--- config.mk ---
export PLATFORM = sky130hd
export DESIGN_NAME = i2c_config_sequencer
export DESIGN_NICKNAME = d
export VERILOG_FILES = /design/src/rtl/i2c_cfg_pkg.sv /design/src/rtl/i2c_cfg_rom.sv /design/src/rtl/i2c_config_sequencer.sv
export SDC_FILE = /design/constraint.sdc
export NUM_CORES = 1
export LEC_CHECK = 0
export CAP_MARGIN = 0
export CORE_ASPECT_RATIO = 0.7
export CORE_MARGIN = 3
export CORE_UTILIZATION = 30
export DETAILED_ROUTE_END_ITERATION = 10
export GPL_TIMING_DRIVEN = 1
export SYNTH_ARGS = -nofsm -noshare
export SYNTH_HDL_FRONTEND = slang
export SYNTH_HIERARCHICAL = 1
export SYNTH_SLANG_ARGS = --single-unit
--- constraint.sdc ---
create_clock -name clk_i -period 2.5 [get_ports clk_i]
set_input_delay 0.5 -clock clk_i [delete_from_list [all_inputs] [get_ports clk_i]]
set_output_delay 0.5 -clock clk_i [all_outputs]
set_load 0.02 [all_outputs]
--- src/rtl/i2c_cfg_pkg.sv ---
// ----------------------------------------------------------------------------
// i2c_cfg_pkg
// Shared types and the default register table for the I2C configuration
// sequencer.
//   cfg_entry_t : one table entry, {sub_addr, data}
//   seq_state_t : sequencer FSM states (also exported on the debug state port)
//   CFG_TABLE   : default codec power-up table, CFG_TABLE_LEN entries
// ----------------------------------------------------------------------------
package i2c_cfg_pkg;

   typedef struct packed {
      logic [7:0] sub_addr;
      logic [7:0] data;
   } cfg_entry_t;

   typedef enum logic [2:0] {
      WAIT_RST = 3'd0,
      IDLE     = 3'd1,
      LOAD     = 3'd2,
      ISSUE    = 3'd3,
      WAIT     = 3'd4,
      GAP      = 3'd5,
      DONE     = 3'd6
   } seq_state_t;

   localparam int CFG_TABLE_LEN = 10;

   // Codec bring-up order: reset, power, interface format, sampling,
   // input/output levels, path routing, then activate last.
   localparam cfg_entry_t CFG_TABLE [CFG_TABLE_LEN] = '{
      '{8'h1E, 8'h00},
      '{8'h0C, 8'h10},
      '{8'h0E, 8'h02},
      '{8'h10, 8'h00},
      '{8'h00, 8'h17},
      '{8'h02, 8'h17},
      '{8'h04, 8'h79},
      '{8'h06, 8'h79},
      '{8'h0A, 8'h00},
      '{8'h12, 8'h01}
   };

   localparam logic [6:0] FAIL_COUNT_MAX = 7'd127;

endpackage

--- src/rtl/i2c_cfg_rom.sv ---
// ----------------------------------------------------------------------------
// i2c_cfg_rom
// Combinational index -> table entry lookup.
//   index_i : table index, only meaningful in 0..NUM_REGS-1
//   entry_o : {sub_addr, data}; zero for indices outside the table
// Indices beyond the default table length also read as zero, so a longer
// NUM_REGS needs CFG_TABLE extended to match.
// ----------------------------------------------------------------------------
module i2c_cfg_rom
   import i2c_cfg_pkg::*;
#(
   parameter int NUM_REGS = 10,
   parameter int IDX_W    = $clog2(NUM_REGS + 1)
) (
   input  logic [IDX_W-1:0] index_i,
   output logic [15:0]      entry_o
);

   always_comb begin
      entry_o = '0;
      for (int i = 0; (i < NUM_REGS) && (i < CFG_TABLE_LEN); i++) begin
         if (index_i == IDX_W'(i)) begin
            entry_o = CFG_TABLE[i];
         end
      end
   end

endmodule

--- src/rtl/i2c_config_sequencer.sv ---
// ----------------------------------------------------------------------------
// i2c_config_sequencer
// Walks the register table and hands each write to i2c_master as a 24-bit
// {SLAVE_ADDR, sub_addr, data} word, with retries, an inter-write gap, a
// done timeout and a per-pass failure count.
//   clk_i        : system clock shared with i2c_master
//   reset_i      : asynchronous, active-high reset
//   cfg_go_i     : starts a pass when idle (level or pulse)
//   i2c_start_o  : one-cycle start pulse per attempt
//   i2c_data_o   : word for the master, held from start until the next entry
//   i2c_done_i   : master done, high for 2 cycles per transaction
//   i2c_error_i  : master NACK flag, valid on the first done-high cycle
//   busy_o       : high from accepted cfg_go until the pass completes
//   cfg_done_o   : one-cycle pulse at the end of each pass
//   fail_count_o : entries skipped in the last pass (saturates at 127)
//   state_o      : current FSM state (seq_state_t encoding), for debug
//
// Master handshake: a transaction is offered by a single-cycle i2c_start_o
// with i2c_data_o already valid; the master owns the transaction until it
// raises i2c_done_i. Only the rising edge of done is consumed, and only in
// WAIT; start is never held because the master re-triggers on a held start.
// ----------------------------------------------------------------------------
module i2c_config_sequencer
   import i2c_cfg_pkg::*;
#(
   parameter logic [7:0] SLAVE_ADDR   = 8'h34,
   parameter int         NUM_REGS     = 10,
   parameter int         MAX_RETRIES  = 2,
   parameter int         GAP_CYCLES   = 4,
   parameter int         TIMEOUT      = 64,
   parameter int         STARTUP_WAIT = 16
) (
   input  logic        clk_i,
   input  logic        reset_i,
   input  logic        cfg_go_i,
   output logic        i2c_start_o,
   output logic [23:0] i2c_data_o,
   input  logic        i2c_done_i,
   input  logic        i2c_error_i,
   output logic        busy_o,
   output logic        cfg_done_o,
   output logic [6:0]  fail_count_o,
   output logic [2:0]  state_o
);

   localparam int IDX_W   = $clog2(NUM_REGS + 1);
   localparam int CNT_A   = (TIMEOUT > GAP_CYCLES) ? TIMEOUT : GAP_CYCLES;
   localparam int CNT_MAX = (CNT_A > STARTUP_WAIT) ? CNT_A : STARTUP_WAIT;
   localparam int CNT_W   = $clog2(CNT_MAX + 1);

   seq_state_t       state_q;
   logic [CNT_W-1:0] cnt_q;
   logic [IDX_W-1:0] index_q;
   logic [IDX_W-1:0] index_d;
   logic [2:0]       retry_q;
   logic             err_q;
   logic             done_q;
   logic             start_q;
   logic [23:0]      data_q;
   logic             busy_q;
   logic             cfg_done_q;
   logic [6:0]       fail_q;
   logic [15:0]      rom_entry;
   logic             done_rise;
   logic             last_entry;

   i2c_cfg_rom #(
      .NUM_REGS (NUM_REGS),
      .IDX_W    (IDX_W)
   ) u_rom (
      .index_i (index_q),
      .entry_o (rom_entry)
   );

   assign index_d    = index_q + IDX_W'(1);
   assign last_entry = (index_d == IDX_W'(NUM_REGS));
   // The second done-high cycle must not look like a new completion.
   assign done_rise  = i2c_done_i & ~done_q;

   always_ff @(posedge clk_i or posedge reset_i) begin
      if (reset_i) begin
         state_q    <= WAIT_RST;
         cnt_q      <= '0;
         index_q    <= '0;
         retry_q    <= '0;
         err_q      <= 1'b0;
         done_q     <= 1'b0;
         start_q    <= 1'b0;
         data_q     <= '0;
         busy_q     <= 1'b0;
         cfg_done_q <= 1'b0;
         fail_q     <= '0;
      end else begin
         start_q    <= 1'b0;
         cfg_done_q <= 1'b0;
         done_q     <= i2c_done_i;
         case (state_q)
            // Lets a master that was not reset with us finish its transaction.
            WAIT_RST: begin
               if (cnt_q == CNT_W'(STARTUP_WAIT - 1)) begin
                  cnt_q   <= '0;
                  state_q <= IDLE;
               end else begin
                  cnt_q <= cnt_q + CNT_W'(1);
               end
            end
            IDLE: begin
               if (cfg_go_i) begin
                  fail_q  <= '0;
                  index_q <= '0;
                  busy_q  <= 1'b1;
                  state_q <= LOAD;
               end
            end
            LOAD: begin
               data_q  <= {SLAVE_ADDR, rom_entry};
               retry_q <= '0;
               state_q <= ISSUE;
            end
            ISSUE: begin
               start_q <= 1'b1;
               cnt_q   <= '0;
               err_q   <= 1'b0;
               state_q <= WAIT;
            end
            // A done edge wins over a coinciding timeout, so one attempt
            // can only ever produce one verdict.
            WAIT: begin
               if (done_rise) begin
                  err_q   <= i2c_error_i;
                  cnt_q   <= '0;
                  state_q <= GAP;
               end else if (cnt_q == CNT_W'(TIMEOUT - 1)) begin
                  err_q   <= 1'b1;
                  cnt_q   <= '0;
                  state_q <= GAP;
               end else begin
                  cnt_q <= cnt_q + CNT_W'(1);
               end
            end
            GAP: begin
               if (cnt_q == CNT_W'(GAP_CYCLES - 1)) begin
                  cnt_q <= '0;
                  if (err_q && (retry_q < 3'(MAX_RETRIES))) begin
                     retry_q <= retry_q + 3'd1;
                     state_q <= ISSUE;
                  end else begin
                     if (err_q && (fail_q != FAIL_COUNT_MAX)) begin
                        fail_q <= fail_q + 7'd1;
                     end
                     index_q <= index_d;
                     state_q <= last_entry ? DONE : LOAD;
                  end
               end else begin
                  cnt_q <= cnt_q + CNT_W'(1);
               end
            end
            DONE: begin
               cfg_done_q <= 1'b1;
               busy_q     <= 1'b0;
               state_q    <= IDLE;
            end
            default: begin
               state_q <= WAIT_RST;
            end
         endcase
      end
   end

   assign i2c_start_o  = start_q;
   assign i2c_data_o   = data_q;
   assign busy_o       = busy_q;
   assign cfg_done_o   = cfg_done_q;
   assign fail_count_o = fail_q;
   assign state_o      = state_q;

endmodule

==> metrics, run 1 <==
ANT cells 0; static leakage power 1.34 nW; Starting Density a little under a third; CP max FO 9; R2R depth 6; gr ovfl total 0; Crit path required time roughly 2700 ps; P per Cell Area just over 1000 nW/um2; port buffer count 36; min-delay worst type reg -> reg; sequential element share of the synthesized area between 40% and 50%; FMAX 446 MHz; clk root buf clkbuf_16; Die ar. ~9800 um2; Avg Inst Size Synth ~8.9 um2; Hold Path Cell Cnt 2; CTS tree done; layout cells sized above 1 8.75%; FF-to-FF End fail_count_o[5]$_DFFE_PP0P_; Slew HR between 40 and 50%; H-tree depth 2; DR vias roughly 2,100; r2r setup slk ~260 ps; first-pass GRT wire length 9.98 mm; min cycle time layout 2240 ps; vias in the first global route a little over 2,000; reg2reg start cnt_q[1]$_DFFE_PP0P_; Reg clk slew, reported paths 60 ps; Final Hold Viols 0; Antenna Nets Post-Route 0; DRC viols 0; routed vias/inst roughly 4.9; row cnt 27; EDFF count, synth 0; Post-Place Cell Area around 3000 um2; Initial DRC Count between 80 and 90; NumNets Final 331; Slew Limit Fails 0; Worst Max-Slew Pin Slew roughly 750 ps; WL/cell about 14 um; gr usage total between 10 and 15%; Core Region slightly above 8000 um2; setup repair bufs after CTS 0; Hold Path Origin i2c_data_o[10]$_DFFE_PP0N_; HPWL after DPL between 4 and 5 mm; design area 3110 um2; library cells used by synthesis between 50 and 60; Endpoint, Worst Hold i2c_data_o[10]$_DFFE_PP0N_; CTS Buf Count 5; CP arrival roughly 2500 ps; VDD IR max between 0.0003 and 0.0004 V; Syn. warnings 6; RSZ-0062 raised after global routing no; post-cts sizing count 0; Area growth syn-to-layout 20.5%; clk sinks between 40 and 50; gp weighted congestion just under 0.9; Setup Skew 4.83 ps; Critical Path End Type flop; final WL between 5 and 6 mm; setup TNS 0 ps; outcome complete, no violations; Top FF cell, synth dfrtp_1; First-pass DRT Iterations 4; kind of critical path reg -> reg; largest net degree at the start of global routing 21; flops & latches, synth 46; Clock Latency Late Sink 280 ps; Async S/R FF share, synth 100%; die height 83.6 um; Max Buffers Root-to-Sink 2; Critical Path Source Type flop; Setup-failing EPs final 0; mapped cell area about 2600 um2; IO Count 42; Syn Inst Count 290; hold_buf cts 0; max cap viols 0; initial antenna violation count 0; overall die width around 120 um; fin crit share between 80% and 90%
## worst max-delay path: stages (launching register included)
cell	delay, ps
dfrtp_1	370
ha_1	210
or4b_4	510
nor3_4	320
a31oi_1	230
or3_1	380
a21oi_1	150
## registers in the layout (all words and copies together), names as in the netlist, 3 cells and up
signal	flops
fail_count_o	7
state_o	3
cnt_q	7
i2c_data_o	17
index_q	4
retry_q	3
## through the flow
stage | std cells | hold slack, ps | power [mW] | worst slack [ps] | utilization (%)
after floorplan | 298 | 479 | 2.10 | 537 | -
after global placement | 415 | 459 | 2.56 | 207 | 36.7
after detailed placement | 415 | 461 | 2.58 | 197 | 36.7
after CTS | 421 | 484 | 3.25 | 280 | 38.4
after global routing | 421 | 508 | 3.47 | 103 | 38.4
final | 421 | 475 | 3.20 | 257 | 38.4
## logic make-up (layout without fill, tap and decap cells)
group	after synthesis	count (layout)	share of synthesized area, %
AOI/OAI and AO/OA	59	59	14.8
xor gates and xnor gates	3	3	1.02
adders and majority gates	6	6	2.81
buffers and inverters	37	59	8.43
DFF	46	46	44.6
muxes	3	3	1.26
other	2	10	0.291
and+or+nand+nor	134	134	26.8
## layer usage
metal | routed length [um] | vias to the layer above | global-route usage (%)
li1 | - | 1034 | -
met3 | 340 | 4 | 3.55
met2 | 2490 | 46 | 18.4
met5 | 0 | - | 0
met1 | 2900 | 986 | 18.6
met4 | 39 | 0 | 2.50
## power by group
part | switching [mW] | total (mW) | leakage (nW) | internal [mW]
clock network | 0.263 | 0.649 | 0.0688 | 0.387
registers | 0.252 | 1.21 | 0.595 | 0.957
logic | 0.738 | 1.34 | 0.673 | 0.606
## placed cells by master (no fill, tap or decap), types with 2 or more instances in the layout
| cell type | netlist | routed |
|---|---|---|
| clkdlybuf4s50_1 | 0 | 36 |
| ha_1 | 5 | 5 |
| clkbuf_16 | 0 | 5 |
| nor2_1 | 12 | 12 |
| o22ai_1 | 2 | 2 |
| dfrtp_1 | 46 | 46 |
| mux2_2 | 2 | 2 |
| inv_1 | 11 | 10 |
| conb_1 | 2 | 10 |
| a21oi_1 | 11 | 11 |
| or3_1 | 4 | 4 |
| a31oi_1 | 2 | 2 |
| o31a_1 | 2 | 2 |
| nand2_1 | 66 | 66 |
| a41oi_1 | 3 | 3 |
| nand3_1 | 9 | 9 |
| nor2b_1 | 4 | 4 |
| and2_1 | 4 | 4 |
| nor3_1 | 4 | 4 |
| and3_1 | 2 | 2 |
| nand3b_1 | 2 | 2 |
| xnor2_1 | 2 | 2 |
| nand2b_1 | 8 | 8 |
| nand4_1 | 2 | 2 |
| nor4_1 | 2 | 2 |
| o21ai_0 | 24 | 24 |
| nor3b_1 | 3 | 2 |
| buf_4 | 15 | 6 |
## worst max-delay path by stage
| stage | start | to |
|---|---|---|
| after floorplan | cnt_q[0]$_DFFE_PP0P_ | fail_count_o[4]$_DFFE_PP0P_ |
| after global placement | cfg_go_i | fail_count_o[5]$_DFFE_PP0P_ |
| after detailed placement | cfg_go_i | fail_count_o[5]$_DFFE_PP0P_ |
| after CTS | cnt_q[0]$_DFFE_PP0P_ | fail_count_o[5]$_DFFE_PP0P_ |
| after global routing | cnt_q[1]$_DFFE_PP0P_ | fail_count_o[5]$_DFFE_PP0P_ |
| final | cnt_q[1]$_DFFE_PP0P_ | fail_count_o[5]$_DFFE_PP0P_ |
## synth_stat cells, types with 3 or more instances
| cell | count | share of area, % |
|---|---|---|
| a41oi_1 | 3 | 1.0 |
| buf_6 | 3 | 1.3 |
| or3_1 | 4 | 0.97 |
| inv_1 | 11 | 1.6 |
| ha_1 | 5 | 2.4 |
| o21ai_0 | 24 | 4.7 |
| buf_4 | 15 | 4.4 |
| nor2b_1 | 4 | 0.97 |
| nor2_1 | 12 | 1.7 |
| and2_1 | 4 | 0.97 |
| nand3_1 | 9 | 1.7 |
| nor3b_1 | 3 | 0.87 |
| dfrtp_1 | 46 | 45 |
| nand2b_1 | 8 | 1.9 |
| clkbuf_1 | 8 | 1.2 |
| nor3_1 | 4 | 0.78 |
| a21oi_1 | 11 | 2.1 |
| nand2_1 | 66 | 9.6 |
## layout make-up
cell class	count	area, um2
Timing Repair Buffer	42	405
Tap cell	101	126
Multi-Input combinational cell	215	1250
Clock buffer	6	139
Sequential cell	46	1150
Inverter	11	41.3
Fill cell	838	5000
No activity file was read; power rests on OpenSTA's default activity.
==> run 2, diff against run 1 <==
--- a/config.mk
+++ b/config.mk
@@ -6,11 +6,14 @@
 export NUM_CORES = 1
 export LEC_CHECK = 0
 export CAP_MARGIN = 0
+export CELL_PAD_IN_SITES_DETAIL_PLACEMENT = 1
+export CELL_PAD_IN_SITES_GLOBAL_PLACEMENT = 1
 export CORE_ASPECT_RATIO = 0.7
 export CORE_MARGIN = 3
 export CORE_UTILIZATION = 30
 export DETAILED_ROUTE_END_ITERATION = 10
 export GPL_TIMING_DRIVEN = 1
+export PLACE_DENSITY_LB_ADDON = 0.1
 export SYNTH_ARGS = -nofsm -noshare
 export SYNTH_HDL_FRONTEND = slang
 export SYNTH_HIERARCHICAL = 1
==> run 2 against run 1 <==
Net effect:
- register-to-register slack lost 50 ps
- largest power group unchanged
- global-route usage rose by 1.7 points
- worst setup slack lost 48 ps
- die area unchanged
- highest routed layer unchanged
==> metrics, run 2 (synthesis results as in run 1) <==
outcome complete, no violations; CTS Buf Count 5 (unchanged); H-tree depth 2 (unchanged); largest net degree at the start of global routing 23 (+9.5%); gp weighted congestion 0.788 (-10%); FMAX 436 MHz (-2.1%); Slew Limit Fails 0 (unchanged); layout cells sized above 1 9.85% (+1.1 points); First-pass DRT Iterations 4 (unchanged); overall die width 117 um (unchanged); Critical Path End Type flop; Antenna Nets Post-Route 0 (unchanged); leading cell type in the layout, fill and taps excluded nand2_1; ANT cells 0 (unchanged); commonest non-fill, non-tap cells in the layout nand2_1, dfrtp_1, clkdlybuf4s50_1; gr ovfl total 0 (unchanged); die height 83.6 um (unchanged); Setup Skew 3.02 ps (-1.81 ps); routed vias/inst 4.95 (+0.59%); Slew HR 54.2% (+4.3 points); hold_buf cts 0 (unchanged); Starting Density 31.8% (unchanged); clk root buf clkbuf_16; Critical Path Source Type flop; Die ar. 9770 um2 (unchanged); first-pass GRT wire length 11.3 mm (+14%); row cnt 27 (unchanged); kind of critical path reg -> reg; port buffer count 36 (unchanged); final WL 6.55 mm (+14%); vias in the first global route 2,160 (+5.3%); initial antenna violation count 0 (unchanged); max FFs per register 17 (unchanged); gr usage total 14.3% (+1.7 points); RSZ-0062 raised after global routing no; fillers 941 (+12%); post-cts sizing count 0 (unchanged); DR vias 2,107 (+1.8%); CTS tree done; Crit path required time 2710 ps (about the same); P per Cell Area 1050 nW/um2 (+2.0%); min-delay worst type reg -> reg; Worst Max-Slew Pin Slew 687 ps (-63.8 ps); fin worst setup slack 209 ps (-48.1 ps); setup TNS 0 ps (unchanged); IO Count 42 (unchanged); Final Hold Viols 0 (unchanged); setup repair bufs after CTS 0 (unchanged); WL/cell 15.4 um (+12%); VDD IR max 0.000405 V (+2.2%); static leakage power 1.36 nW (+1.4%); post-layout util 38.8% (+0.39 points); CP arrival 2510 ps (+60 ps); fin crit share 91.7% (+1.9 points); NumNets Final 334 (+0.91%); DRC viols 0 (unchanged); min cycle time layout 2290 ps (+48.1 ps); max cap viols 0 (unchanged); Initial DRC Count 96 (+14%); Max Buffers Root-to-Sink 2 (unchanged); Reg clk slew, reported paths 70 ps (about the same); dpl ws 190 ps (-7.07 ps); Final Power 3.30 mW (+3.0%); Core Region 8110 um2 (unchanged); CP max FO 10 (+1); Clock Latency Late Sink 290 ps (about the same); HPWL after DPL 4.61 mm (+14%); Setup-failing EPs final 0 (unchanged); Area growth syn-to-layout 21.7%; clk sinks 46 (unchanged)
run 2: cell count changes in the layout (fill, tap and decap cells not counted), sizes merged:
cell	previous run	this run
clkinv	0	1
clkbuf	6	7
buf	6	9
run 2: layout make-up:
cell class / count / area, um2 / share of cell area (%)
multi-input combinational: 215 / 1250 / 39.7
sequential: 46 / 1150 / 36.6
timing repair buffer: 45 / 428 / 13.6
clock buffer: 7 / 143 / 4.54
tap: 101 / 126 / 4.02
inverter: 11 / 41.3 / 1.31
clock inverter: 1 / 5.00 / 0.159
run 2: worst max-delay path, stage by stage, from the launching register on:
cell and delay [ps]:
dfrtp_1 390, ha_1 240, or4b_4 520, nor3_4 320, a31oi_1 230, or3_1 380
a21oi_1 150
run 2: where the power goes:
group	switching, mW	leakage (nW)	internal (mW)
registers	0.250	0.595	0.956
logic	0.780	0.686	0.620
clock network	0.296	0.0739	0.398
run 2: metrics by stage:
stage	instance area [um2]	hold slack, ps	cells
after floorplan	2610	479	298
after global placement	2990	458	418
after detailed placement	2990	467	418
after CTS	3140	484	426
after global routing	3140	504	426
final	3140	478	426
run 2: metal layers:
layer | vias up | GRT usage (%) | wire length [um]
li1 | 1041 | - | -
met2 | 33 | 20.5 | 2720
met3 | 5 | 2.61 | 224
met4 | 0 | 2.81 | 42
met1 | 1028 | 22.3 | 3560
met5 | - | 0 | 0
run 2: final timing paths:
path | startpoint | end | slack [ps] | cells past startpoint
worst min register to register | i2c_data_o[3]$_DFFE_PP0N_ | i2c_data_o[3]$_DFFE_PP0N_ | 480 | 2
worst min-delay path | i2c_data_o[3]$_DFFE_PP0N_ | i2c_data_o[3]$_DFFE_PP0N_ | 480 | 2
min in group asynchronous | reset_i | i2c_data_o[0]$_DFFE_PP0N_ | 560 | 2
worst max register to register | cnt_q[0]$_DFFE_PP0P_ | fail_count_o[5]$_DFFE_PP0P_ | 210 | 6
max in group asynchronous | reset_i | cnt_q[6]$_DFFE_PP0P_ | 1360 | 3
worst max-delay path | cnt_q[0]$_DFFE_PP0P_ | fail_count_o[5]$_DFFE_PP0P_ | 210 | 6
==> run 3, diff against run 2 <==
--- a/config.mk
+++ b/config.mk
@@ -14,6 +14,7 @@
 export DETAILED_ROUTE_END_ITERATION = 10
 export GPL_TIMING_DRIVEN = 1
 export PLACE_DENSITY_LB_ADDON = 0.1
+export SETUP_SLACK_MARGIN = 0.15
 export SYNTH_ARGS = -nofsm -noshare
 export SYNTH_HDL_FRONTEND = slang
 export SYNTH_HIERARCHICAL = 1
==> run 3 against run 2 <==
Net effect:
- first-iteration DRC count decreased by 1.0%
- final cell count increased by 0.47%
- worst setup slack improved by 66 ps
- die area unchanged
- hold slack about the same
- wire length increased by 0.50%
- register-to-register slack improved by 70 ps
- non-clock buffer count increased by 2
- clock power about the same
- combinational power about the same
==> metrics, run 3 (synthesis results as in run 1) <==
outcome complete, no violations; First-pass DRT Iterations 4 (unchanged); Setup-failing EPs final 0 (unchanged); sw frac 40.1% (about the same); RSZ-0062 raised after global routing no; Reg power frac 36.3% (-0.2 points); FF-to-FF End fail_count_o[3]$_DFFE_PP0P_; post-layout util 39.0% (+0.22 points); R2R depth 7 (+1); Cell Chain, Critical Path ha_2, or4b_4, nor3_4, buf_4, and3_2, nand2_1, o31ai_1; min cycle time layout 2230 ps (-65.7 ps); overall die width 117 um (unchanged); CP Launch Point cnt_q[0]$_DFFE_PP0P_; routed vias/inst 4.92 (-0.56%); Worst Setup EP fail_count_o[3]$_DFFE_PP0P_; fin crit share 89.0% (-2.6 points); kind of critical path reg -> reg; Antenna Nets Post-Route 0 (unchanged); fin worst setup slack 274 ps (+65.7 ps); Slew Limit Fails 0 (unchanged); first-pass GRT wire length 11.3 mm (unchanged); P per Cell Area 1050 nW/um2 (about the same); Setup Skew 3.57 ps (+0.553 ps); leading cell type in the layout, fill and taps excluded nand2_1; min-delay worst type reg -> reg; Post-Place Cell Area 2990 um2 (unchanged); IO Count 42 (unchanged); max FFs per register 17 (unchanged); Worst Path Buf+Inv 1 (+1); gr ovfl total 0 (unchanged); VDD IR max 0.000408 V (+0.76%); Die ar. 9770 um2 (unchanged); Clock Latency Late Sink 290 ps (about the same); Core Region 8110 um2 (unchanged); clk sinks 46 (unchanged); CP max FO 6 (-4); critical path's slowest cell or4b_4; CTS tree done; Clk pwr share 20.9% (about the same); gp weighted congestion 0.788 (unchanged); static leakage power 1.36 nW (+0.69%); Reg clk slew, reported paths 70 ps (about the same); clk root buf clkbuf_16; Area growth syn-to-layout 22.4%; Worst Max-Slew Pin Slew 684 ps (-3.06 ps); Comb power frac 42.7% (+0.3 points); Initial DRC Count 95 (-1.0%); ANT cells 0 (unchanged); H-tree depth 2 (unchanged); Starting Density 31.8% (unchanged); Critical Path End Type flop; final WL 6.58 mm (+0.50%); initial antenna violation count 0 (unchanged); port buffer count 36 (unchanged); HPWL after DPL 4.61 mm (unchanged); Net Switching 1.33 mW (+0.52%); largest net degree at the start of global routing 23 (unchanged); design area 3160 um2 (+0.56%); reg2reg start cnt_q[0]$_DFFE_PP0P_; Critical Path Source Type flop; max cap viols 0 (unchanged); gr usage total 14.3% (unchanged); Slew HR 54.4% (+0.20 points); die height 83.6 um (unchanged); setup TNS 0 ps (unchanged); CP max stage delay 500 ps (-20 ps); CTS Buf Count 5 (unchanged); FMAX 449 MHz (+3.0%); Crit path required time 2690 ps (-20 ps); dpl ws 190 ps (unchanged); row cnt 27 (unchanged); CP arrival 2420 ps (-90 ps); fillers 941 (unchanged); Hold Slack 478 ps (-0.0120 ps); DR vias 2,105 (-0.095%); largest delay contributor family on the critical path simple AND/OR/NAND/NOR gates; P_int 1.99 mW (+0.67%); layout cells sized above 1 10.7% (+0.86 points); commonest non-fill, non-tap cells in the layout nand2_1, dfrtp_1, clkdlybuf4s50_1; WL/cell 15.4 um (about the same); Final Hold Viols 0 (unchanged); Crit path depth 7 (+1); DRC viols 0 (unchanged); NumNets Final 336 (+0.60%); r2r setup slk 270 ps (+70 ps); vias in the first global route 2,160 (unchanged); Max Buffers Root-to-Sink 2 (unchanged)
## run 3: worst min-delay path by stage
stage                         startpoint                        end  cells past startpoint
3_3_place_gp   i2c_data_o[3]$_DFFE_PP0N_  i2c_data_o[3]$_DFFE_PP0N_                      2
4_1_cts        i2c_data_o[9]$_DFFE_PP0N_  i2c_data_o[9]$_DFFE_PP0N_                      2
3_5_place_dp   i2c_data_o[9]$_DFFE_PP0N_  i2c_data_o[9]$_DFFE_PP0N_                      2
6_report       i2c_data_o[3]$_DFFE_PP0N_  i2c_data_o[3]$_DFFE_PP0N_                      2
2_1_floorplan       cnt_q[6]$_DFFE_PP0P_       cnt_q[6]$_DFFE_PP0P_                      2
5_1_grt        i2c_data_o[3]$_DFFE_PP0N_  i2c_data_o[3]$_DFFE_PP0N_                      2
## run 3: what timing repair did
action                                  4_1_cts  5_1_grt
endpoints found under the setup margin        0        5
hold buffers                                  0        0
resized for setup                             0        3
buffers inserted                              0        2
## run 3: through the flow
step	power, mW	instances
after floorplan	2.10	298
after global placement	2.62	418
after detailed placement	2.63	418
after CTS	3.35	426
after global routing	3.60	428
final	3.32	428
## run 3: routing by layer
metal,routed length (um),global-route usage [%],up-vias
li1,-,-,1048
met1,3650,22.3,1024
met2,2710,20.5,28
met3,175,2.61,5
met4,42,2.81,0
met5,0,0,-
## run 3: power by group through the flow
| stage | clock network (mW) | logic, mW | registers, mW |
|---|---|---|---|
| floorplan | 0 | 0.799 | 1.30 |
| global placement | 0 | 1.40 | 1.21 |
| CTS | 0.714 | 1.42 | 1.21 |
| finish | 0.694 | 1.42 | 1.21 |
| global route | 0.742 | 1.60 | 1.26 |
| detailed placement | 0 | 1.42 | 1.22 |
## run 3: final cells by class
class / instances / area, um2 / area share [%]
multi-input combinational: 215 / 1250 / 39.6
sequential: 46 / 1150 / 36.4
timing repair buffer: 47 / 443 / 14.0
clock buffer: 7 / 143 / 4.51
tap: 101 / 126 / 4.00
inverter: 11 / 41.3 / 1.31
clock inverter: 1 / 5.00 / 0.158
## run 3: worst register-to-register path: stages (launching register included)
cell,delay (ps)
dfrtp_1,390
ha_2,220
or4b_4,500
nor3_4,300
buf_4,200
and3_2,190
nand2_1,80
o31ai_1,240
